--- config.mk ---
export PLATFORM = sky130hd
export DESIGN_NAME = jpeg_stream_framer
export DESIGN_NICKNAME = d
export VERILOG_FILES = /design/src/rtl/jpeg_stream_framer.sv
export SDC_FILE = /design/constraint.sdc
export NUM_CORES = 1
export LEC_CHECK = 0
export ABC_CLOCK_PERIOD_IN_PS = 5140
export CAP_MARGIN = 20
export CORE_MARGIN = 2
export CORE_UTILIZATION = 55
export CTS_CLUSTER_DIAMETER = 60
export DETAILED_ROUTE_END_ITERATION = 12
export PLACE_DENSITY = 0.75
export SLEW_MARGIN = 30
export SYNTH_ARGS = -nofsm -noshare
export SYNTH_HDL_FRONTEND = slang
export SYNTH_SLANG_ARGS = --single-unit
--- constraint.sdc ---
create_clock -name clock -period 5.14 [get_ports clock]
set_clock_uncertainty 0.05 [all_clocks]
set_input_delay 0.771 -clock clock [delete_from_list [all_inputs] [get_ports clock]]
set_output_delay 0.771 -clock clock [all_outputs]
set_load 0.02 [all_outputs]
--- src/rtl/jpeg_stream_framer.sv ---
// JPEG stream framer: stored header + buffered scan bytes + EOI marker,
// packed little-lane-first into OUT_WIDTH output words.
module jpeg_stream_framer #(
    parameter int OUT_WIDTH  = 8,
    parameter int HEADER_LEN = 328,
    parameter int QT_OFFSET  = 25,
    parameter int FIFO_DEPTH = 16,
    parameter int HDR_ADDR_W = 9
) (
    input  logic                   clock,
    input  logic                   reset,
    input  logic                   frame_start,
    input  logic                   frame_end,
    input  logic                   scan_valid,
    input  logic [7:0]             scan_data,
    output logic [HDR_ADDR_W-1:0]  hdr_raddr,
    output logic                   hdr_ren,
    input  logic [7:0]             hdr_rdata,
    output logic [5:0]             qt_raddr,
    output logic                   qt_ren,
    input  logic [7:0]             qt_rdata,
    output logic                   out_valid,
    output logic [OUT_WIDTH-1:0]   out_data,
    output logic [OUT_WIDTH/8-1:0] out_keep,
    output logic                   out_last,
    input  logic                   out_ready,
    output logic                   busy,
    output logic                   overflow
);
    localparam int LANES = OUT_WIDTH / 8;
    localparam int NW    = $clog2(LANES) + 1;
    localparam int FAW   = $clog2(FIFO_DEPTH);
    localparam int CW    = HDR_ADDR_W + 1;
    localparam logic [CW-1:0] HL  = CW'(HEADER_LEN);
    localparam logic [CW-1:0] QLO = CW'(QT_OFFSET);
    localparam logic [CW-1:0] QHI = CW'(QT_OFFSET + 64);

    typedef enum logic [2:0] {IDLE, HEADER, SCAN, EOI, FLUSH} state_t;

    state_t                state_q, state_d;
    logic [CW-1:0]         iss_q, iss_d;
    logic                  hdr_ren_q, hdr_ren_d;
    logic                  qt_ren_q, qt_ren_d;
    logic [HDR_ADDR_W-1:0] hdr_raddr_q, hdr_raddr_d;
    logic [5:0]            qt_raddr_q, qt_raddr_d;
    logic                  rd_vld_q, rd_qt_q;
    logic                  hb_vld_q, hb_vld_d;
    logic [7:0]            hb_q, hb_d;
    logic                  end_q, end_d;
    logic                  eoi_q, eoi_d;
    logic                  ovf_q, ovf_d;

    logic [7:0]            mem_q [FIFO_DEPTH];
    logic [FAW:0]          wp_q, wp_d, rp_q, rp_d;
    logic                  fifo_full, fifo_empty, fifo_we, fifo_re;
    logic [7:0]            fifo_rdata;

    logic [OUT_WIDTH-1:0]  acc_q, acc_d;
    logic [NW-1:0]         n_q, n_d, base;
    logic                  alast_q, alast_d;
    logic                  ov_q, ov_d;
    logic [OUT_WIDTH-1:0]  od_q, od_d;
    logic [LANES-1:0]      ok_q, ok_d, km;
    logic                  ol_q, ol_d;

    logic                  pk_vld, pk_rdy, pk_last, push, acc_full, move;
    logic [7:0]            pk_byte, rd_byte;
    logic                  qt_sel, rd_idle;

    assign fifo_empty = (wp_q == rp_q);
    assign fifo_full  = (wp_q[FAW] != rp_q[FAW]) &&
                        (wp_q[FAW-1:0] == rp_q[FAW-1:0]);
    assign fifo_rdata = mem_q[rp_q[FAW-1:0]];
    assign fifo_we    = scan_valid && (state_q != IDLE) &&
                        (!fifo_full || fifo_re);
    assign wp_d       = wp_q + {{FAW{1'b0}}, fifo_we};
    assign rp_d       = rp_q + {{FAW{1'b0}}, fifo_re};
    assign ovf_d      = ovf_q | (scan_valid && !fifo_we);

    assign acc_full = (n_q == NW'(LANES)) || alast_q;
    assign move     = acc_full && (!ov_q || out_ready);
    assign pk_rdy   = !acc_full || move;
    assign push     = pk_vld && pk_rdy;

    always_comb begin
        state_d     = state_q;
        iss_d       = iss_q;
        hdr_ren_d   = 1'b0;
        qt_ren_d    = 1'b0;
        hdr_raddr_d = hdr_raddr_q;
        qt_raddr_d  = qt_raddr_q;
        hb_vld_d    = hb_vld_q;
        hb_d        = hb_q;
        end_d       = end_q;
        eoi_d       = eoi_q;
        pk_vld      = 1'b0;
        pk_byte     = 8'h00;
        pk_last     = 1'b0;
        fifo_re     = 1'b0;
        rd_idle     = 1'b0;
        rd_byte     = rd_qt_q ? qt_rdata : hdr_rdata;
        qt_sel      = (iss_q >= QLO) && (iss_q < QHI);
        unique case (state_q)
            IDLE: begin
                if (frame_start) begin
                    state_d  = HEADER;
                    iss_d    = '0;
                    hb_vld_d = 1'b0;
                    end_d    = 1'b0;
                    eoi_d    = 1'b0;
                end
            end
            HEADER: begin
                if (frame_end) end_d = 1'b1;
                // Returning read data bypasses the hold byte when possible
                if (hb_vld_q) begin
                    pk_vld  = 1'b1;
                    pk_byte = hb_q;
                    if (pk_rdy) hb_vld_d = 1'b0;
                end else if (rd_vld_q) begin
                    pk_vld  = 1'b1;
                    pk_byte = rd_byte;
                    if (!pk_rdy) begin
                        hb_vld_d = 1'b1;
                        hb_d     = rd_byte;
                    end
                end
                rd_idle = !hdr_ren_q && !qt_ren_q && !hb_vld_d;
                if (rd_idle && (iss_q != HL)) begin
                    if (qt_sel) begin
                        qt_ren_d   = 1'b1;
                        qt_raddr_d = 6'(iss_q - QLO);
                    end else begin
                        hdr_ren_d   = 1'b1;
                        hdr_raddr_d = iss_q[HDR_ADDR_W-1:0];
                    end
                    iss_d = iss_q + 1'b1;
                end else if (rd_idle) begin
                    state_d = SCAN;
                end
            end
            SCAN: begin
                if (frame_end) end_d = 1'b1;
                if (!fifo_empty) begin
                    pk_vld  = 1'b1;
                    pk_byte = fifo_rdata;
                    fifo_re = pk_rdy;
                end
                if (end_q && fifo_empty) begin
                    state_d = EOI;
                    end_d   = 1'b0;
                    eoi_d   = 1'b0;
                end
            end
            EOI: begin
                pk_vld  = 1'b1;
                pk_byte = eoi_q ? 8'hD9 : 8'hFF;
                pk_last = eoi_q;
                if (pk_rdy) begin
                    eoi_d = 1'b1;
                    if (eoi_q) state_d = FLUSH;
                end
            end
            FLUSH: begin
                if (ov_q && out_ready && ol_q) state_d = IDLE;
            end
            default: state_d = IDLE;
        endcase
    end

    always_comb begin
        acc_d   = acc_q;
        n_d     = n_q;
        alast_d = alast_q;
        ov_d    = ov_q;
        od_d    = od_q;
        ok_d    = ok_q;
        ol_d    = ol_q;
        for (int i = 0; i < LANES; i++) km[i] = (NW'(i) < n_q);
        if (ov_q && out_ready) begin
            ov_d = 1'b0;
            ok_d = '0;
            ol_d = 1'b0;
        end
        if (move) begin
            ov_d    = 1'b1;
            od_d    = acc_q;
            ok_d    = km;
            ol_d    = alast_q;
            acc_d   = '0;
            n_d     = '0;
            alast_d = 1'b0;
        end
        base = move ? '0 : n_q;
        if (push) begin
            for (int i = 0; i < LANES; i++)
                if (base == NW'(i)) acc_d[8*i +: 8] = pk_byte;
            n_d     = base + 1'b1;
            alast_d = pk_last;
        end
    end

    always_ff @(posedge clock or posedge reset) begin
        if (reset) begin
            state_q     <= IDLE;
            iss_q       <= '0;
            hdr_ren_q   <= 1'b0;
            qt_ren_q    <= 1'b0;
            hdr_raddr_q <= '0;
            qt_raddr_q  <= '0;
            rd_vld_q    <= 1'b0;
            rd_qt_q     <= 1'b0;
            hb_vld_q    <= 1'b0;
            hb_q        <= 8'h00;
            end_q       <= 1'b0;
            eoi_q       <= 1'b0;
            ovf_q       <= 1'b0;
            wp_q        <= '0;
            rp_q        <= '0;
            acc_q       <= '0;
            n_q         <= '0;
            alast_q     <= 1'b0;
            ov_q        <= 1'b0;
            od_q        <= '0;
            ok_q        <= '0;
            ol_q        <= 1'b0;
        end else begin
            state_q     <= state_d;
            iss_q       <= iss_d;
            hdr_ren_q   <= hdr_ren_d;
            qt_ren_q    <= qt_ren_d;
            hdr_raddr_q <= hdr_raddr_d;
            qt_raddr_q  <= qt_raddr_d;
            rd_vld_q    <= hdr_ren_q | qt_ren_q;
            rd_qt_q     <= qt_ren_q;
            hb_vld_q    <= hb_vld_d;
            hb_q        <= hb_d;
            end_q       <= end_d;
            eoi_q       <= eoi_d;
            ovf_q       <= ovf_d;
            wp_q        <= wp_d;
            rp_q        <= rp_d;
            acc_q       <= acc_d;
            n_q         <= n_d;
            alast_q     <= alast_d;
            ov_q        <= ov_d;
            od_q        <= od_d;
            ok_q        <= ok_d;
            ol_q        <= ol_d;
        end
    end

    always_ff @(posedge clock) begin
        if (fifo_we) mem_q[wp_q[FAW-1:0]] <= scan_data;
    end

    assign hdr_raddr = hdr_raddr_q;
    assign hdr_ren   = hdr_ren_q;
    assign qt_raddr  = qt_raddr_q;
    assign qt_ren    = qt_ren_q;
    assign out_valid = ov_q;
    assign out_data  = od_q;
    assign out_keep  = ok_q;
    assign out_last  = ol_q;
    assign busy      = (state_q != IDLE);
    assign overflow  = ovf_q;

endmodule

# Word-level counts from Yosys, hierarchy flattened
# Memories as Yosys holds them, arrays and structs flattened.
# Cells that the tools add are included.
dict set report op_classes {
  bitwise_logic 5
  eq_ne 16
  muxes 55
  n_lt_le_gt_ge 3
  n_reduce_logical 39
  addsub 5
}
# operator count
set ops {}
lappend ops {{$mux 8} 7}
lappend ops {{$mux 1} 31}
lappend ops {{$pmux 8 s3} 1}
lappend ops {{$mux 3} 7}
lappend ops {{$mux 10} 2}
lappend ops {{$pmux 10 s2} 1}
lappend ops {{$ne 2x2->1 const B} 8}
lappend ops {{$pmux 3 s5} 1}
lappend ops {{$logic_and 1x1->1} 13}
lappend ops {{$add 10x1->10 const B} 1}
lappend ops {{$add 5x1->5} 2}
lappend ops {{$ge 10x5->1 const B} 1}
lappend ops {{$lt 10x7->1 const B} 1}
lappend ops {{$ne 10x9->1 const B} 1}
lappend ops {{$pmux 1 s3} 3}
lappend ops {{$reduce_and 3->1} 3}
lappend ops {{$reduce_bool 3->1} 3}
lappend ops {{$reduce_and 4->1} 2}
lappend ops {{$logic_not 1->1} 7}
lappend ops {{$reduce_and 7->1} 1}
lappend ops {{$eq 3x2->1 const B} 2}
lappend ops {{$mux 6} 1}
lappend ops {{$reduce_bool 2->1} 3}
lappend ops {{$sub 6x5->6 const B} 1}
lappend ops {{other kinds (13)} 20}
dict set report totals {
  input_bits 30
  out_inout_bits 30
  ramBits 128
  word_cells 146
  n_memories 1
  register_bits 75
}
# memory words width rd rd_ports_with_merged_regs wr line_no
set mem_list {}
lappend mem_list {mem_q 16 8 1 0 1 53} ;# logic [7:0] mem_q [FIFO_DEPTH];

# Depth between registers and ports, before layout
# Gate-level depths: netlist of the first run.
dict set report depth {
  depth_word 13
  ltp_mapped 10
  ltp_nobuf 8
}

# Least setup slack after synthesis of the first run
# Ideal clock, no wire load.
dict set report synth_timing {
  kind {input port to flip-flop}
  start {input out_ready}
  end {memory mem_q[0][0] (enable)}
  setup_slack_ns 2.210
  arrival_time_ns 2.497
  n_path_buf 0
  t_required_ns 4.707
  setup_ns 0.383
  stages 5
  cell_sequence {nor2b_1 -> a2111oi_0 -> o311ai_1 -> or3_1 -> nor3_1}
}
dict set report synth_between {
  elab_chain_len 9
}
# item line_no
set synth_rtl {}
lappend synth_rtl {{start: declaration} 26} ;# input logic out_ready,
lappend synth_rtl {{$logic_or 1x1->1} 81} ;# assign move = acc_full && (!ov_q || out_ready);
lappend synth_rtl {{$logic_and 1x1->1} 81}
lappend synth_rtl {{$logic_or 1x1->1} 82} ;# assign pk_rdy = !acc_full || move;
lappend synth_rtl {{$mux 1} 144} ;# if (!fifo_empty) begin
lappend synth_rtl {{$mux 1} 103} ;# unique case (state_q)
lappend synth_rtl {{$logic_or 1x1->1} 75} ;# (!fifo_full || fifo_re);
lappend synth_rtl {{$logic_and 1x1->1} 74} ;# assign fifo_we = scan_valid && (state_q != IDLE) &&
lappend synth_rtl {{$mux 1} 254} ;# if (fifo_we) mem_q[wp_q[FAW-1:0]] <= scan_data;
lappend synth_rtl {{$mux 1 (not written as such)} 254}
lappend synth_rtl {{end: declaration} 53}
# No other way between the ends.

# Final worst setup path of the first run
dict set report layout_timing {
  start {input out_ready}
  end {memory mem_q[3][1] (enable)}
}
# The elaborated chain is that of the path after synthesis.

==> results of run 1 <==
[routing by layer]
layer | GRT usage, % | vias to the layer above | part of all wire (%)
met2 | 34.1 | 258 | 45
met3 | 4.21 | 30 | 7.8
li1 | - | 2273 | -
met1 | 35.1 | 2518 | 45
met5 | 0 | - | 0
met4 | 6.58 | 0 | 2.0
[flip-flops by register name (all words and copies together) (netlist names), 3 cells and up]
| name | count |
|---|---|
| wp_q | 5 |
| hdr_raddr | 9 |
| state_q | 3 |
| mem_q | 128 |
| iss_q | 10 |
| rp_q | 5 |
| acc_q | 8 |
| out_data | 8 |
| qt_raddr | 6 |
| hb_q | 8 |
[power groups by stage]
stage               clock network [mW]  registers [mW]  logic (mW)
detailed placement                   0            2.27        1.04
global placement                     0            2.26        1.02
global route                      1.57            2.28        1.16
finish                            1.47            2.25        1.05
CTS                               1.49            2.24        1.05
floorplan                            0            2.24       0.688
[placed cells by master (no fill, tap or decap), types with 4 or more instances in the layout]
cell and n:
clkinvlp_4 4, nor2b_1 5, nand2_1 59, a221o_1 5
xor2_1 4, clkdlybuf4s50_1 59, nor3_1 5, ha_1 8
clkbuf_16 22, clkbuf_1 5, a21oi_1 13, a22oi_1 4
edfxtp_1 128, clkinv_2 4, mux2_2 17, o31ai_1 4
buf_4 4, o21ai_0 21, nor2_1 26, clkbuf_8 4
mux2i_1 14, mux4_2 37, nand3b_1 4, inv_1 13
dfrtp_1 74, xnor2_1 16, nand2b_1 8, mux2_1 5
and3_1 5, nand3_1 12
[how the worst max path moves through the flow]
stage,startpoint,end,slack [ns],cells past startpoint
after floorplan,out_ready,mem_q[0][0],2.21,5
after global placement,out_ready,mem_q[12][1],1.31,7
after detailed placement,out_ready,mem_q[12][2],1.12,7
after CTS,out_ready,mem_q[12][7],1.64,7
after global routing,out_ready,mem_q[3][3],1.70,6
final,out_ready,mem_q[3][1],1.81,6
[cell type report]
cell class	count	area share (%)
clock buffers	31	6.18
repair buffers	63	6.15
multi-input cells	321	27.2
well taps	211	2.61
flip-flops and latches	203	56.7
clock inverters	9	0.644
inverters	14	0.533
[kinds of logic after synthesis]
logic type / synth area share [%]
flip-flops: 66.1
AO/OA/AOI/OAI: 5.81
XOR/XNOR: 2.02
adder cells (fa/ha/maj): 1.16
buffers and inverters: 2.37
AND/OR/NAND/NOR: 8.46
multiplexers: 14.1
[worst max-delay path, delay by kind of cell]
| family | cells | cell delay, ns |
|---|---|---|
| AND/OR/NAND/NOR | 3 | 1.20 |
| AO/OA/AOI/OAI | 2 | 0.93 |
| buffers and inverters | 1 | 0.50 |
==> impl_metrics.csv, run 1 <==
group,metric,value,unit
worst_setup_path,criticalPathCategory,"input port to register",
yosys,synth.distinct_cells,58,
layout,fin_cells,852,
routing,drt-pass1-iter-count,5,
layout,stdcell_area,0.0101,mm^2
yosys,yosysTopAreaCellShare,44.4,%
worst_setup_path,rr_worst_depth,7,
job,maxCapViolCount,0,
yosys,syn_nets,610,
worst_setup_path,worstSetupStartpointType,"input port",
timing,finalCriticalPeriod,3.33,ns
yosys,ys_warn_count,0,
pwr,p_int,3.33,mW
layout,antennaDiodeCount,0,
layout,seqCellArea,0.00572,mm^2
timing,hold_viol,0,
routing,post-route-drc-count,0,
die,die-area,0.0168,mm^2
placement,io_buffer_count,59,
die,start_util,56.5,%
timing,fin_crit_sh,64.9,%
worst_setup_path,regToRegEndpoint,"hdr_raddr[5]",
routing,drt_wl_total,18.2,mm
die,core.rowCount,45,
clock_network,clock-sinks,203,
layout,drive_above_1_share,16.2,%
worst_setup_path,crit_fanout,8,
clock_network,cts_setup_buffers,0,
pwr,p_comb_share,22.1,%
timing,slew_headroom,47.5,%
worst_setup_path,cpPeakStageDelay,0.67,ns
timing,rsz0062_at_grt,"false",
worst_setup_path,reg2reg_slack,1.93,ns
clock_network,cts_hold_buf,0,
hold_path,holdPathStages,2,
placement,place_area,0.00939,mm^2
yosys,synth_area_leaders,"edfxtp_1 44%, dfrtp_1 22%, mux4_2 9.6%",
die,ios,60,
global_route,grt_max_degree,44,
worst_setup_path,cp.required,5.21,ns
timing,slew_viol_final,0,
layout,multi_input_area,0.00275,mm^2
yosys,synthesis.area,0.00866,mm^2
placement,place_inst,812,
layout,fillCellCount,1060,
timing,tns,0,ns
die,core,0.0153,mm^2
pwr,ir_worst_vdd,0.000286,V
yosys,ys_seq_elements,203,
timing,tightest_slew,0.785,ns
worst_setup_path,crit_chain,"clkdlybuf4s50_1 > nor2b_1 > a2111oi_0 > o311ai_1 > or3_1 > nor2_1",
worst_setup_path,setup.worst_path.end_class,"register",
yosys,synth_edf_count,128,
layout,syn_to_final_growth,16.6,%
routing,drt_iter0_markers,786,
yosys,synth-seq-area-share,66.1,%
pwr,clockPowerShare,30.8,%
layout,utilization,65.9,%
clock_network,insertion_delay,0.50,ns
die,die_y,129,um
hold_path,whs_endpoint,"out_data[6]",
routing,vias_per_cell,5.96,
yosys,netlist_instances,572,
routing,vias,5079,
timing,holdWs,0.431,ns
yosys,synth_commonest_cells,"128 x edfxtp_1, 75 x dfrtp_1, 59 x nand2_1",
placement,dp_hpwl,12.0,mm
global_route,grt_overflow,0,
clock_network,clockBufferDepth,3,
global_route,grt_pass1_wl,29.1,mm
routing,detail-route-antenna-nets,0,
die,die_w,129,um
pwr,p_total,4.77,mW
pwr,powerDensity,472,mW/mm^2
worst_setup_path,cp_slowest_cell,"a2111oi_0",
yosys,synthFlopType,"edfxtp_1",
timing,setup_viol,0,
yosys,postSynth.asyncResetShare,36.9,%
hold_path,worst_hold_path_type,"register to register",
placement,pre_cts_ws,1.12,ns
pwr,seq_power_share,47.1,%
global_route,antenna_found_initial,0,
hold_path,min_from,"acc_q[6]",
layout,fin_nets,663,
clock_network,cts_tree,"built",
pwr,p_leak,3.63,nW
routing,wl_per_cell,21.4,um
clock_network,cts_buffers,22,
global_route,grt_pass1_vias,5115,
timing,fmax,0.300,GHz
yosys,avgSynthCellArea,15.1,um^2
pwr,switching_share,30.3,%
clock_network,cts_root_buffer,"clkbuf_16",
timing,setup_ws,1.81,ns
clock_network,ctsResizeCount,0,
clock_network,clk_pin_slew,0.06,ns
worst_setup_path,arrival,3.40,ns
yosys,yosys.area.top_type,"edfxtp_1",
yosys,synth_most_common_cell,"edfxtp_1",
pwr,p_switching,1.44,mW
run_status,status,"complete, no violations",
clock_network,htree_levels,1,
global_route,grtUsageTotal,22.9,%
placement,place.gp.congestion,0.826,
worst_setup_path,r2r_start,"iss_q[0]",
(Power assumes the default switching activity.)
==> inputs of run 2 (changes only) <==
ABC_CLOCK_PERIOD_IN_PS = 3400   (was 5140)
clock period = 3.4 ns   (was 5.14 ns; I/O delays follow)
==> impl_metrics.csv, run 2 (same netlist as run 1, synthesis figures left out) <==
group,metric,value,unit
pwr,powerDensity,722,mW/mm^2
clock_network,cts_root_buffer,"clkbuf_16",
die,core,0.0153,mm^2
timing,setup_viol,0,
pwr,p_leak,3.75,nW
layout,fin_nets,683,
layout,antennaDiodeCount,0,
routing,detail-route-antenna-nets,0,
global_route,grt_pass1_vias,5145,
layout,syn_to_final_growth,18.5,%
die,die_w,129,um
worst_setup_path,startpoint,"n_q",
placement,pre_cts_ws,-0.0358,ns
routing,wl_per_cell,21.4,um
layout,utilization,67.0,%
worst_setup_path,crit_fanout,8,
worst_setup_path,arrival,3.10,ns
placement,io_buffer_count,59,
routing,drt_wl_total,18.6,mm
clock_network,clockBufferDepth,3,
routing,post-route-drc-count,0,
timing,rsz0062_at_grt,"false",
pwr,p_total,7.41,mW
die,die-area,0.0168,mm^2
worst_setup_path,rr_worst_depth,8,
timing,hold_viol,0,
global_route,grt_overflow,0,
worst_setup_path,setup.worst_path.end_class,"register",
routing,vias_per_cell,6.01,
worst_setup_path,r2r_start,"n_q",
clock_network,insertion_delay,0.50,ns
layout,drive_above_1_share,18.2,%
timing,fmax,0.330,GHz
global_route,grt_pass1_wl,29.0,mm
die,start_util,56.5,%
worst_setup_path,reg2reg_slack,0.37,ns
layout,final_cell_mix,"128 x edfxtp_1, 74 x dfrtp_1, 59 x nand2_1, 59 x clkdlybuf4s50_1, 37 x mux4_2",
die,die_y,129,um
global_route,grtUsageTotal,22.9,%
routing,vias,5239,
clock_network,htree_levels,1,
layout,fin_cells,871,
timing,slew_viol_final,0,
worst_setup_path,regToRegEndpoint,"mem_q[14][6]",
placement,place_inst,833,
routing,drt_iter0_markers,649,
timing,slew_headroom,50.1,%
global_route,grt_max_degree,36,
timing,holdWs,0.413,ns
timing,fin_crit_sh,89.1,%
routing,top_layer,"met4",
layout,final_common_cell,"edfxtp_1",
clock_network,cts_setup_buffers,0,
clock_network,cts_tree,"built",
timing,finalCriticalPeriod,3.03,ns
routing,met1Wirelength,8.33,mm
worst_setup_path,worstSetupStartpointType,"register",
clock_network,clock-sinks,203,
clock_network,cts_hold_buf,0,
pwr,ir_worst_vdd,0.000412,V
routing,met2WireLength,8.37,mm
clock_network,clk_pin_slew,0.06,ns
clock_network,ctsResizeCount,0,
clock_network,cts_buffers,21,
placement,dp_hpwl,12.5,mm
die,ios,60,
worst_setup_path,cp-endpoint,"mem_q[14][6]",
worst_setup_path,cp.required,3.47,ns
job,maxCapViolCount,0,
routing,wl_met3,1.50,mm
timing,setup_ws,0.371,ns
layout,largest_reg_flops,128,
die,core.rowCount,45,
hold_path,worst_hold_path_type,"input port to async pin",
worst_setup_path,criticalPathCategory,"register to register",
routing,drt-pass1-iter-count,5,
placement,place.gp.congestion,0.880,
global_route,antenna_found_initial,0,
timing,tightest_slew,0.747,ns
run_status,status,"complete, no violations",
==> run 2: changes by cell type in the layout (fill, tap and decap cells not counted), sizes merged <==
cell and change:
buf +21, inv +2, clkbuf -2, clkinv -1
bufinv +3, clkinvlp -4
==> run 2: routing by layer <==
layer	vias to the layer above	track usage [%]
li1	2313	-
met1	2617	35.4
met2	273	34.5
met3	36	3.67
met4	0	6.33
met5	-	0
==> run 2: critical path, stage by stage, from the launching register on <==
cell and delay, ns:
dfrtp_1 0.41, or2_1 0.31, a2111oi_0 0.47, buf_4 0.20, o311ai_1 0.11, inv_1 0.23, buf_4 0.15, nand3_1 0.13
nor2_1 0.59
==> run 2: report_power, final <==
part | switching [mW] | total (mW) | internal, mW
clock network | 0.916 | 2.33 | 1.41
logic | 0.956 | 1.69 | 0.737
registers | 0.334 | 3.39 | 3.05
==> run 2: worst min path at each step <==
stage,start,end,cells past startpoint
final,reset,hdr_raddr[3],2
after global routing,acc_q[5],out_data[5],2
after CTS,acc_q[0],out_data[0],2
after detailed placement,acc_q[0],out_data[0],2
after global placement,acc_q[5],out_data[5],2
after floorplan,acc_q[1],out_data[1],2
==> run 2: per-stage QoR <==
| stage | area (um^2) | TNS (ns) |
|---|---|---|
| 2_1_floorplan | 8660 | 0 |
| 3_3_place_gp | 9550 | 0 |
| 3_5_place_dp | 9550 | -0.434 |
| 4_1_cts | 10200 | 0 |
| 5_1_grt | 10300 | 0 |
| 6_report | 10300 | 0 |
==> run 2: final cells by class <==
class | instances | area [um^2]
Clock buffer | 29 | 576
Clock inverter | 9 | 121
Fill cell | 1060 | 5060
Inverter | 14 | 52.6
Multi-Input combinational cell | 321 | 2740
Sequential cell | 203 | 5720
Tap cell | 211 | 264
Timing Repair Buffer | 84 | 778
==> inputs of run 3 (changes only) <==
SETUP_SLACK_MARGIN = 0.15   (was not set)
==> results of run 3 <==
Final layout, timing and power as in run 2 (identical DEF).
